--- config.mk ---
export PLATFORM = sky130hd
export DESIGN_NAME = sd_otf_converter
export DESIGN_NICKNAME = d
export VERILOG_FILES = /design/src/rtl/sd_otf_converter.sv
export SDC_FILE = /design/constraint.sdc
export NUM_CORES = 1
export LEC_CHECK = 0
export BUFFER_PORTS_ARGS = -buffer_cell sky130_fd_sc_hd__buf_2
export CAP_MARGIN = 20
export CORE_UTILIZATION = 43
export DETAILED_ROUTE_END_ITERATION = 10
export PLACE_DENSITY = 0.68
export SYNTH_ARGS = -nofsm -noshare
export SYNTH_HDL_FRONTEND = slang
export SYNTH_SLANG_ARGS = --single-unit
--- constraint.sdc ---
create_clock -name pll_clock -period 2.5 [get_ports pll_clock]
set_input_delay 0.5 -clock pll_clock [delete_from_list [all_inputs] [get_ports pll_clock]]
set_output_delay 0.5 -clock pll_clock [all_outputs]
set_load 0.03 [all_outputs]
--- src/rtl/sd_otf_converter.sv ---
// -----------------------------------------------------------------------------
// sd_otf_converter
//
// Serial on-the-fly converter for the MSD-first signed-digit result stream of
// the radix-RADIX online adders. Each accepted digit is folded into two
// running candidates:
//   q  - the word assembled so far, as a plain two's-complement integer
//   qm - the same word minus one unit in the last digit position
// A negative digit "borrows" from the prefix, which is exactly q - 1 = qm, so
// no carry ever has to ripple back through already-converted bits. After
// DIGITS digits q holds the finished word, which is presented in HOLD until
// the consumer takes it.
//
// Parameters
//   RADIX  - digit radix, power of two, >= 2
//   DIGITS - digits per word
//   K      - bits per digit magnitude, $clog2(RADIX)
//   DW     - digit width, K+1 (two's complement)
//   W      - output width, K*DIGITS+1
//
// Ports
//   pll_clock - the only clock, all state changes on its rising edge
//   resetn    - synchronous reset, active-low
//   in_valid  - in_digit carries a digit
//   in_ready  - converter accepts a digit this cycle (COLLECT)
//   in_digit  - signed digit, legal range -(RADIX-1)..RADIX-1; -RADIX is
//               an illegal code, converted as 0 and flagged in out_err
//   out_valid - converted word available (HOLD)
//   out_ready - consumer takes the word this cycle
//   out_value - two's-complement value of the word
//   out_err   - at least one illegal digit code was seen in this word
// -----------------------------------------------------------------------------
module sd_otf_converter #(
  parameter  int RADIX  = 2,
  parameter  int DIGITS = 15,
  localparam int K      = $clog2(RADIX),
  localparam int DW     = K + 1,
  localparam int W      = K * DIGITS + 1
) (
  input  logic          pll_clock,
  input  logic          resetn,
  input  logic          in_valid,
  output logic          in_ready,
  input  logic [DW-1:0] in_digit,
  output logic          out_valid,
  input  logic          out_ready,
  output logic [W-1:0]  out_value,
  output logic          out_err
);

  // Counter width; a one-digit word still needs a (constant zero) counter.
  localparam int CW = (DIGITS > 1) ? $clog2(DIGITS) : 1;

  localparam logic [DW-1:0] ILLEGAL_CODE = {1'b1, {K{1'b0}}};
  localparam logic [CW-1:0] LAST_CNT     = CW'(DIGITS - 1);

  typedef enum logic {
    COLLECT = 1'b0,
    HOLD    = 1'b1
  } state_t;

  state_t state, state_next;

  logic [W-1:0]  q, qm;
  logic [CW-1:0] cnt;
  logic          err;

  // Decoded digit and candidate next values
  logic                 digit_illegal;
  logic signed [DW-1:0] d_eff;
  logic signed [DW-1:0] d_m1;
  logic                 d_neg, d_pos;
  logic [K-1:0]         q_low, qm_low;
  logic [W-1:0]         q_accept, qm_accept;

  // FSM strobes
  logic accept;
  logic consume;
  logic last_digit;

  // ---------------------------------------------------------------------------
  // Digit decode and on-the-fly append
  // ---------------------------------------------------------------------------
  always_comb begin
    // NOTE: every signal driven here gets a value on every path (defaults
    // first, then overrides) so no latch can be inferred.
    digit_illegal = (in_digit == ILLEGAL_CODE);
    d_eff         = digit_illegal ? '0 : $signed(in_digit);
    d_m1          = d_eff - DW'(1);
    d_neg         = d_eff[DW-1];
    d_pos         = !d_neg && (d_eff != '0);

    // Appended digit bits are simply the low K bits taken modulo RADIX:
    //   d >= 0 : d          d < 0  : RADIX + d      (both = d mod RADIX)
    //   d >  0 : d - 1      d <= 0 : RADIX - 1 + d  (both = (d-1) mod RADIX)
    q_low  = d_eff[K-1:0];
    qm_low = d_m1[K-1:0];

    // Shift left by K, dropping bits above W, and append the new digit.
    q_accept  = d_neg ? {qm[W-K-1:0], q_low}  : {q[W-K-1:0], q_low};
    qm_accept = d_pos ? {q[W-K-1:0], qm_low}  : {qm[W-K-1:0], qm_low};
  end

  assign last_digit = (cnt == LAST_CNT);

  // ---------------------------------------------------------------------------
  // FSM: state register
  // ---------------------------------------------------------------------------
  always_ff @(posedge pll_clock) begin
    // NOTE: clocked state uses non-blocking assignments so every register
    // samples the pre-edge values, independent of statement order.
    if (!resetn) state <= COLLECT;
    else         state <= state_next;
  end

  // ---------------------------------------------------------------------------
  // FSM: next state and handshake outputs (decoded from state only, so there
  // is no combinational path from in_valid/out_ready to in_ready/out_valid)
  // ---------------------------------------------------------------------------
  always_comb begin
    state_next = state;
    in_ready   = 1'b0;
    out_valid  = 1'b0;
    accept     = 1'b0;
    consume    = 1'b0;

    unique case (state)
      COLLECT: begin
        in_ready = 1'b1;
        accept   = in_valid;
        if (in_valid && last_digit) state_next = HOLD;
      end
      HOLD: begin
        out_valid = 1'b1;
        consume   = out_ready;
        if (out_ready) state_next = COLLECT;
      end
      default: state_next = COLLECT;
    endcase
  end

  // ---------------------------------------------------------------------------
  // Datapath registers
  // ---------------------------------------------------------------------------
  always_ff @(posedge pll_clock) begin
    if (!resetn) begin
      // qm starts at all ones (-1): the empty prefix is 0, and 0 - 1 = -1, so
      // a leading negative digit borrows correctly.
      q   <= '0;
      qm  <= '1;
      cnt <= '0;
      err <= 1'b0;
    end else if (accept) begin
      q   <= q_accept;
      qm  <= qm_accept;
      err <= err | digit_illegal;
      cnt <= last_digit ? '0 : cnt + CW'(1);
    end else if (consume) begin
      q   <= '0;
      qm  <= '1;
      err <= 1'b0;
    end
  end

  assign out_value = q;
  assign out_err   = err;

endmodule
==> results.sh, run 1 <==
export IMPL_cpPeakStageDelay_ns=0.56
export IMPL_cp_required_ns=2.72
export IMPL_multi_input_area_sq_um=896
export IMPL_grt_use_total_pct=17.9
export IMPL_cts_setup_buffers=0
export IMPL_min_period_ns=1.65
export IMPL_place_area_sq_um=1840
export IMPL_cts_sinks=37
export IMPL_initial_core_util_pct=46.2
export IMPL_die_w_microns=65.6
export IMPL_ff2ff_setup_slack_ns=0.85
export IMPL_drive_gt1_share_pct=35.5
export IMPL_htree_levels=2
export IMPL_grt_pass1_vias=1199
export IMPL_crit_path_end_kind="flip-flop"
export IMPL_vias=1156
export IMPL_crit_path_start_kind="flip-flop"
export IMPL_fp_row_count=22
export IMPL_synthCells=143
export IMPL_hold_buffers=0
export IMPL_antenna_found_initial=0
export IMPL_maxCapViolations=0
export IMPL_worstPathArrival_ns=1.87
export IMPL_crit_slowest_cell="nor2b_1"
export IMPL_critPathMaxFanout=15
export IMPL_setup_worst_path_class="flip-flop to flip-flop"
export IMPL_grt_setup_unrepaired="false"
export IMPL_ys_seq_elements=37
export IMPL_avgSynthCellArea_sq_um=12.2
export IMPL_clock_root_buffer="clkbuf_8"
export IMPL_synth_area_sq_um=1740
export IMPL_syn_nets=149
export IMPL_timing_fmax_mhz=605
export IMPL_numCtsBuffers=5
export IMPL_power_density_nw_per_um2=646
export IMPL_route_top_layer_used="met4"
export IMPL_drt_iter0_drc=37
export IMPL_area_growth_pct=10.3
export IMPL_yosysSeqAreaShare_pct=42.5
export IMPL_regArea_sq_um=741
export IMPL_clock_path_buffers=2
export IMPL_fin_nets=171
export IMPL_leakage_nw=0.819
export IMPL_finalCritPeriodShare_pct=66.2
export IMPL_hpwl_mm=2.20
export IMPL_wl_met3_microns=127
export IMPL_finalHoldViolCount=0
export IMPL_holdWs_ns=0.475
export IMPL_die_area_sq_um=4310
export IMPL_clock_latency_ns=0.29
export IMPL_routed_wl_mm=3.35
export IMPL_place_congestion=0.748
export IMPL_drt_met1_wl_mm=1.61
export IMPL_clk_pin_slew_ns=0.07
export IMPL_tightest_slew_ns=0.904
export IMPL_drv_slew=0
export IMPL_skew_ns=0.00548
export IMPL_globalRoute_totalOverflow=0
export IMPL_synth_warnings=0
export IMPL_drcViolationCount=0
export IMPL_finalSetupViolations=0
export IMPL_ioPinCount=25
export IMPL_mostFrequentLayoutCells="37 x dfxtp_1, 29 x mux2i_1, 24 x buf_2"
export IMPL_drt_pre_antenna_iters=4
export IMPL_hold_class="flip-flop to flip-flop"
export IMPL_outcome="finished clean"
export IMPL_ir_worst_vdd_uv=294
export IMPL_coreArea_sq_um=3770
export IMPL_cts_tree="done"
export IMPL_relSlewSlack_pct=39.6
export IMPL_setup_tns_ns=0
export IMPL_post_drt_wl_per_cell_microns=15.7
export IMPL_fp_dieH_microns=65.6
export IMPL_cts_resized=0
export IMPL_grt_max_degree=16
export IMPL_vias_per_cell=5.40
export IMPL_grt_first_pass_wirelength_mm=5.79
export IMPL_final_area_sq_um=1920
export IMPL_worstPathCellList="nor2b_1 -> nand2_2 -> o2bb2ai_2"
export IMPL_fillCellCount=343
export IMPL_yosysUniqueCellTypes=32
export IMPL_wl_met2_mm=1.56
export IMPL_num_antenna_cells=0
export IMPL_port_buffers=24
export IMPL_final_common_cell="dfxtp_1"
export IMPL_route_antenna_remaining_nets=0
## critical path, delay by kind of cell, from the launching register on
family	cells	cell delay, ns
compound gates	1	0.25
simple gates	2	0.99
flops	1	0.34
## kinds of logic after synthesis
kind of cell           Yosys count  synth area share [%]
AO/OA/AOI/OAI                   40                  26.2
multiplexers                    29                  16.7
buffers and inverters           13                  6.03
AND/OR/NAND/NOR                 24                  8.55
flip-flops                      37                  42.5
## worst paths after layout
path,endpoint,depth (start not counted),start
setup / recovery,out_value[3]$_SDFFE_PN0P_,3,state$_SDFF_PN0_
setup reg to reg,out_value[3]$_SDFFE_PN0P_,3,state$_SDFF_PN0_
hold reg to reg,out_err$_SDFFE_PN0P_,2,out_err$_SDFFE_PN0P_
hold / removal,out_err$_SDFFE_PN0P_,2,out_err$_SDFFE_PN0P_
## stage by stage
step	cells	utilization [%]	worst slack (ns)	power [W]
floorplan	143	-	1.10	0.000824
global placement	206	48.8	0.686	0.000855
detailed placement	206	48.8	0.569	0.000861
CTS	214	51.0	0.851	0.00126
global route	214	51.0	0.699	0.00130
finish	214	51.0	0.846	0.00124
## Yosys cell counts
cell type	count	share of area, %
dfxtp_1	37	43
mux2i_1	29	17
a2bb2oi_2	10	8.6
o2bb2ai_2	10	8.6
o2bb2ai_1	5	2.5
a2bb2oi_1	4	2.0
and3_1	4	1.4
nand2_1	4	0.86
buf_2	3	0.86
buf_6	3	1.9
nand3_1	3	0.86
nand3b_1	3	1.3
a21boi_0	2	0.86
a31oi_1	2	0.72
buf_4	2	0.86
buf_8	2	1.7
inv_1	2	0.43
nand2_2	2	0.72
nor2_1	2	0.43
o21ai_0	2	0.57
a31o_2	1	0.50
and2_1	1	0.36
and2_4	1	0.50
clkbuf_1	1	0.22
nand2b_4	1	0.79
nor2b_1	1	0.36
nor2b_2	1	0.50
nor3b_1	1	0.43
o2111ai_1	1	0.50
o21a_1	1	0.43
o22ai_1	1	0.36
o32ai_1	1	0.50
## routing by layer
metal,global-route usage [%],vias to the layer above
li1,-,584
met1,22.3,550
met2,28.3,16
met3,6.08,6
met4,6.52,0
met5,0,-
## state kept, by name (all words and copies together) (netlist names)
name / count
out_value: 16
state: 1
qm: 15
cnt: 4
out_err: 1
## area by class of cell
class / instances / area share, %
multi-input cells: 93 / 46.6
flip-flops and latches: 37 / 38.5
repair buffers: 26 / 7.03
clock buffers: 6 / 3.78
well taps: 48 / 3.13
clock inverters: 2 / 0.521
inverters: 2 / 0.391
## power by group
part,internal (W),switching [W]
registers,0.000623,0.0000339
clock network,0.000193,0.000202
logic,0.0000815,0.000109
total,0.000897,0.000345
(Power assumes the default switching activity.)
==> run 2, diff against run 1 <==
Settings changed: PLACE_DENSITY 0.68 to 0.7.
Clock period 2.5 ns to 1.35 ns, I/O delays scaled along.
==> results.sh, run 2 (synthesized netlist as in run 1, its figures left out) <==
export IMPL_drv_slew=0
export IMPL_worstPathCellList="buf_2"
export IMPL_initial_core_util_pct=46.2
export IMPL_routed_wl_mm=3.20
export IMPL_finalCritPeriodShare_pct=88.4
export IMPL_layout_setup_ws_ns=0.157
export IMPL_cpPeakStageDelay_ns=0.41
export IMPL_clock_path_buffers=2
export IMPL_outcome="finished clean"
export IMPL_grt_first_pass_wirelength_mm=5.33
export IMPL_coreArea_sq_um=3770
export IMPL_relSlewSlack_pct=83.7
export IMPL_htree_levels=2
export IMPL_cts_resized=0
export IMPL_drt_iter0_drc=24
export IMPL_cp_top_family="flip-flops"
export IMPL_critPathBufInv=1
export IMPL_hpwl_mm=2.22
export IMPL_regArea_sq_um=742
export IMPL_crit_path_end_kind="output pin"
export IMPL_final_common_cell="dfxtp_1"
export IMPL_die_area_sq_um=4310
export IMPL_critPathMaxFanout=4
export IMPL_multi_input_area_sq_um=896
export IMPL_cts_tree="done"
export IMPL_dp_slack_ns=0.138
export IMPL_hold_class="input pin to flip-flop"
export IMPL_skew_ns=0.00620
export IMPL_largest_register_ffs=16
export IMPL_area_growth_pct=17.2
export IMPL_hold_buffers=0
export IMPL_min_period_ns=1.19
export IMPL_place_congestion=0.688
export IMPL_crit_slowest_cell="dfxtp_1"
export IMPL_mostFrequentLayoutCells="36 x dfxtp_1, 29 x mux2i_1, 24 x buf_2"
export IMPL_ioPinCount=25
export IMPL_post_drt_wl_per_cell_microns=14.7
export IMPL_drive_gt1_share_pct=38.2
export IMPL_maxCapViolations=0
export IMPL_grt_max_degree=16
export IMPL_cp_required_ns=1.08
export IMPL_fin_nets=175
export IMPL_fp_dieH_microns=65.6
export IMPL_drt_pre_antenna_iters=4
export IMPL_antenna_found_initial=0
export IMPL_die_w_microns=65.6
export IMPL_clock_root_buffer="clkbuf_8"
export IMPL_clk_pin_slew_ns=0.08
export IMPL_vias_per_cell=5.48
export IMPL_numCtsBuffers=5
export IMPL_globalRoute_totalOverflow=0
export IMPL_tightest_slew_ns=0.244
export IMPL_fillCellCount=321
export IMPL_leakage_nw=0.876
export IMPL_vias=1194
export IMPL_finalHoldViolCount=0
export IMPL_port_buffers=24
export IMPL_route_antenna_remaining_nets=0
export IMPL_num_antenna_cells=0
export IMPL_cts_setup_buffers=0
export IMPL_grt_pass1_vias=1188
export IMPL_finalSetupViolations=0
export IMPL_setup_tns_ns=0
export IMPL_ir_worst_vdd_uv=616
export IMPL_drcViolationCount=0
export IMPL_cts_sinks=37
export IMPL_timing_fmax_mhz=838
export IMPL_grt_setup_unrepaired="false"
export IMPL_clock_latency_ns=0.29
export IMPL_worstPathArrival_ns=0.92
export IMPL_grt_use_total_pct=16.4
export IMPL_power_density_nw_per_um2=1330
export IMPL_setup_worst_path_class="flip-flop to output pin"
export IMPL_crit_path_start_kind="flip-flop"
export IMPL_fp_row_count=22
-- run 2: cell count changes in the layout (fill, tap and decap cells not counted), sizes merged --
cell,change
buf,+4
bufinv,+2
clkbuf,-1
clkinv,-1
-- run 2: worst paths after layout --
kind / startpoint / to / slack, ns / depth (start not counted)
worst min register to register: out_value[15]$_SDFFE_PN0P_ / out_value[15]$_SDFFE_PN0P_ / 0.49 / 1
worst max-delay path: out_value[8]$_SDFFE_PN0P_ / out_value[8] / 0.16 / 1
worst max register to register: state$_SDFF_PN0_ / out_value[1]$_SDFFE_PN0P_ / 0.21 / 4
worst min-delay path: resetn / qm[0]$_SDFFE_PN1P_ / 0.28 / 2
-- run 2: stage by stage --
stage          hold slack (ns)  total power (W)  utilization, %  std cells  cell area, sq um
2_1_floorplan            0.427          0.00153               -        143              1740
3_3_place_gp             0.451          0.00160            50.6        210              1910
3_5_place_dp             0.466          0.00161            50.6        210              1910
4_1_cts                  0.271          0.00274            54.1        218              2040
5_1_grt                  0.308          0.00282            54.1        218              2040
6_report                 0.282          0.00271            54.1        218              2040
-- run 2: power by group --
part           switching (W)  total, W  leakage [nW]  internal, W
logic               0.000202  0.000371         0.504     0.000168
clock network       0.000391   0.00112        0.0681     0.000734
registers          0.0000616   0.00121         0.304      0.00115
-- run 2: area by class of cell --
cell class              count  share of cell area, %
clock buffers               5                   3.37
flip-flops and latches     37                   36.3
repair buffers             30                   9.93
inverters                   2                  0.368
multi-input cells          93                   43.9
clock inverters             3                   3.19
well taps                  48                   2.94
-- run 2: metal layers --
metal  vias up  share of wire (%)  track usage [%]
li1        596                  -                -
met1       573                 45             18.2
met2        25                 53             28.7
met3         0                2.8             5.73
met4         0                  0             5.71
met5         -                  0                0
==> run 3, diff against run 2 <==
Settings changed: PLACE_DENSITY 0.7 to 0.68, SLEW_MARGIN from default to 0.
Clock period 1.35 ns to 1.3 ns, I/O delays scaled along.
==> results.sh, run 3 (synthesized netlist as in run 1, its figures left out) <==
export IMPL_vias_per_cell=5.42
export IMPL_cpPeakStageDelay_ns=0.42
export IMPL_busiest_layer="met2"
export IMPL_num_antenna_cells=0
export IMPL_routed_wl_mm=3.16
export IMPL_tightest_slew_ns=0.242
export IMPL_htree_levels=2
export IMPL_worst_r2r_path_depth=4
export IMPL_fp_row_count=22
export IMPL_cts_setup_buffers=0
export IMPL_ioPinCount=25
export IMPL_ff2ff_setup_slack_ns=0.16
export IMPL_hold_buffers=0
export IMPL_route_antenna_remaining_nets=0
export IMPL_finalSetupViolations=0
export IMPL_crit_slowest_cell="dfxtp_1"
export IMPL_drt_pre_antenna_iters=4
export IMPL_ir_worst_vdd_uv=713
export IMPL_holdPathEnd="qm[0]$_SDFFE_PN1P_"
export IMPL_vias=1186
export IMPL_drive_gt1_share_pct=38.6
export IMPL_grt_pass1_vias=1189
export IMPL_drcViolationCount=0
export IMPL_grt_first_pass_wirelength_mm=5.47
export IMPL_globalRoute_totalOverflow=0
export IMPL_leakage_nw=0.856
export IMPL_outcome="finished clean"
export IMPL_mostFrequentLayoutCells="36 x dfxtp_1, 29 x mux2i_1, 24 x buf_2"
export IMPL_gr_usage_met3_pct=5.21
export IMPL_critPathMaxFanout=4
export IMPL_numCtsBuffers=5
export IMPL_die_area_sq_um=4310
export IMPL_fin_util_pct=53.1
export IMPL_clock_path_buffers=2
export IMPL_largest_register_ffs=16
export IMPL_maxCapViolations=0
export IMPL_skew_ns=0.00865
export IMPL_finalCritPeriodShare_pct=91.7
export IMPL_use_met2_pct=27.6
export IMPL_initial_core_util_pct=46.2
export IMPL_drv_slew=0
export IMPL_clock_latency_ns=0.29
export IMPL_clock_root_buffer="clkbuf_8"
export IMPL_grt_setup_unrepaired="false"
export IMPL_antenna_found_initial=0
export IMPL_cp_top_family="flip-flops"
export IMPL_hpwl_mm=2.18
export IMPL_setup_worst_path_class="flip-flop to output pin"
export IMPL_grt_max_degree=16
export IMPL_cts_sinks=37
export IMPL_crit_path_start_kind="flip-flop"
export IMPL_area_growth_pct=14.9
export IMPL_place_congestion=0.728
export IMPL_holdWs_ns=0.267
export IMPL_grt_use_total_pct=16.9
export IMPL_final_common_cell="dfxtp_1"
export IMPL_coreArea_sq_um=3770
export IMPL_port_buffers=24
export IMPL_hold_class="input pin to flip-flop"
export IMPL_min_from="resetn"
export IMPL_critPathBufInv=1
export IMPL_drt_iter0_drc=23
export IMPL_die_w_microns=65.6
export IMPL_fp_dieH_microns=65.6
export IMPL_cts_tree="done"
export IMPL_timing_fmax_mhz=839
export IMPL_cts_resized=0
export IMPL_post_drt_wl_per_cell_microns=14.4
export IMPL_crit_path_end_kind="output pin"
export IMPL_regToRegStartpoint="state$_SDFF_PN0_"
export IMPL_fillCellCount=321
export IMPL_power_density_nw_per_um2=1210
export IMPL_relSlewSlack_pct=83.9
export IMPL_crit_reg2reg_capture="qm[2]$_SDFFE_PN1P_"
export IMPL_hold_depth=2
export IMPL_met1_usage_pct=20.2
export IMPL_cp_required_ns=1.04
export IMPL_min_period_ns=1.19
export IMPL_clk_pin_slew_ns=0.07
export IMPL_setup_tns_ns=0
export IMPL_fin_nets=176
export IMPL_worstPathArrival_ns=0.93
export IMPL_finalHoldViolCount=0
export IMPL_worstPathCellList="buf_2"
[run 3: routing by layer]
metal  vias to the layer above  routed length, microns
li1                        594                       -
met1                       571                    1500
met2                        15                    1520
met3                         6                      90
met4                         0                      51
met5                         -                       0
[run 3: per-stage QoR]
step	power [W]	instance area [sq um]	setup slack [ns]	instances
CTS	0.00246	2000	0.0903	219
finish	0.00243	2000	0.108	219
detailed placement	0.00168	1920	0.0967	211
global placement	0.00167	1920	0.132	211
global route	0.00254	2000	0.0641	219
floorplan	0.00158	1740	0.0538	143
[run 3: final cells by class]
cell class	count	area, sq um	area share (%)
clock buffers	5	68.8	3.44
clock inverters	3	17.5	0.875
inverters	2	7.51	0.375
multi-input cells	93	896	44.7
flip-flops and latches	37	742	37.1
well taps	48	60.1	3.00
repair buffers	31	210	10.5
[run 3: power by group]
group	leakage (nW)	switching (W)	total, W	internal [W]
registers	0.304	0.0000630	0.00126	0.00120
clock network	0.0439	0.000408	0.000778	0.000370
logic	0.509	0.000211	0.000388	0.000177
total	0.856	0.000682	0.00243	0.00174
[run 3: how the worst max path moves through the flow]
stage / start / end / cells after the start
finish: out_value[11]$_SDFFE_PN0P_ / out_value[11] / 1
global placement: in_valid / qm[2]$_SDFFE_PN1P_ / 5
global route: out_value[11]$_SDFFE_PN0P_ / out_value[11] / 1
detailed placement: in_valid / qm[3]$_SDFFE_PN1P_ / 5
floorplan: state$_SDFF_PN0_ / out_value[10]$_SDFFE_PN0P_ / 5
CTS: out_value[11]$_SDFFE_PN0P_ / out_value[11] / 1
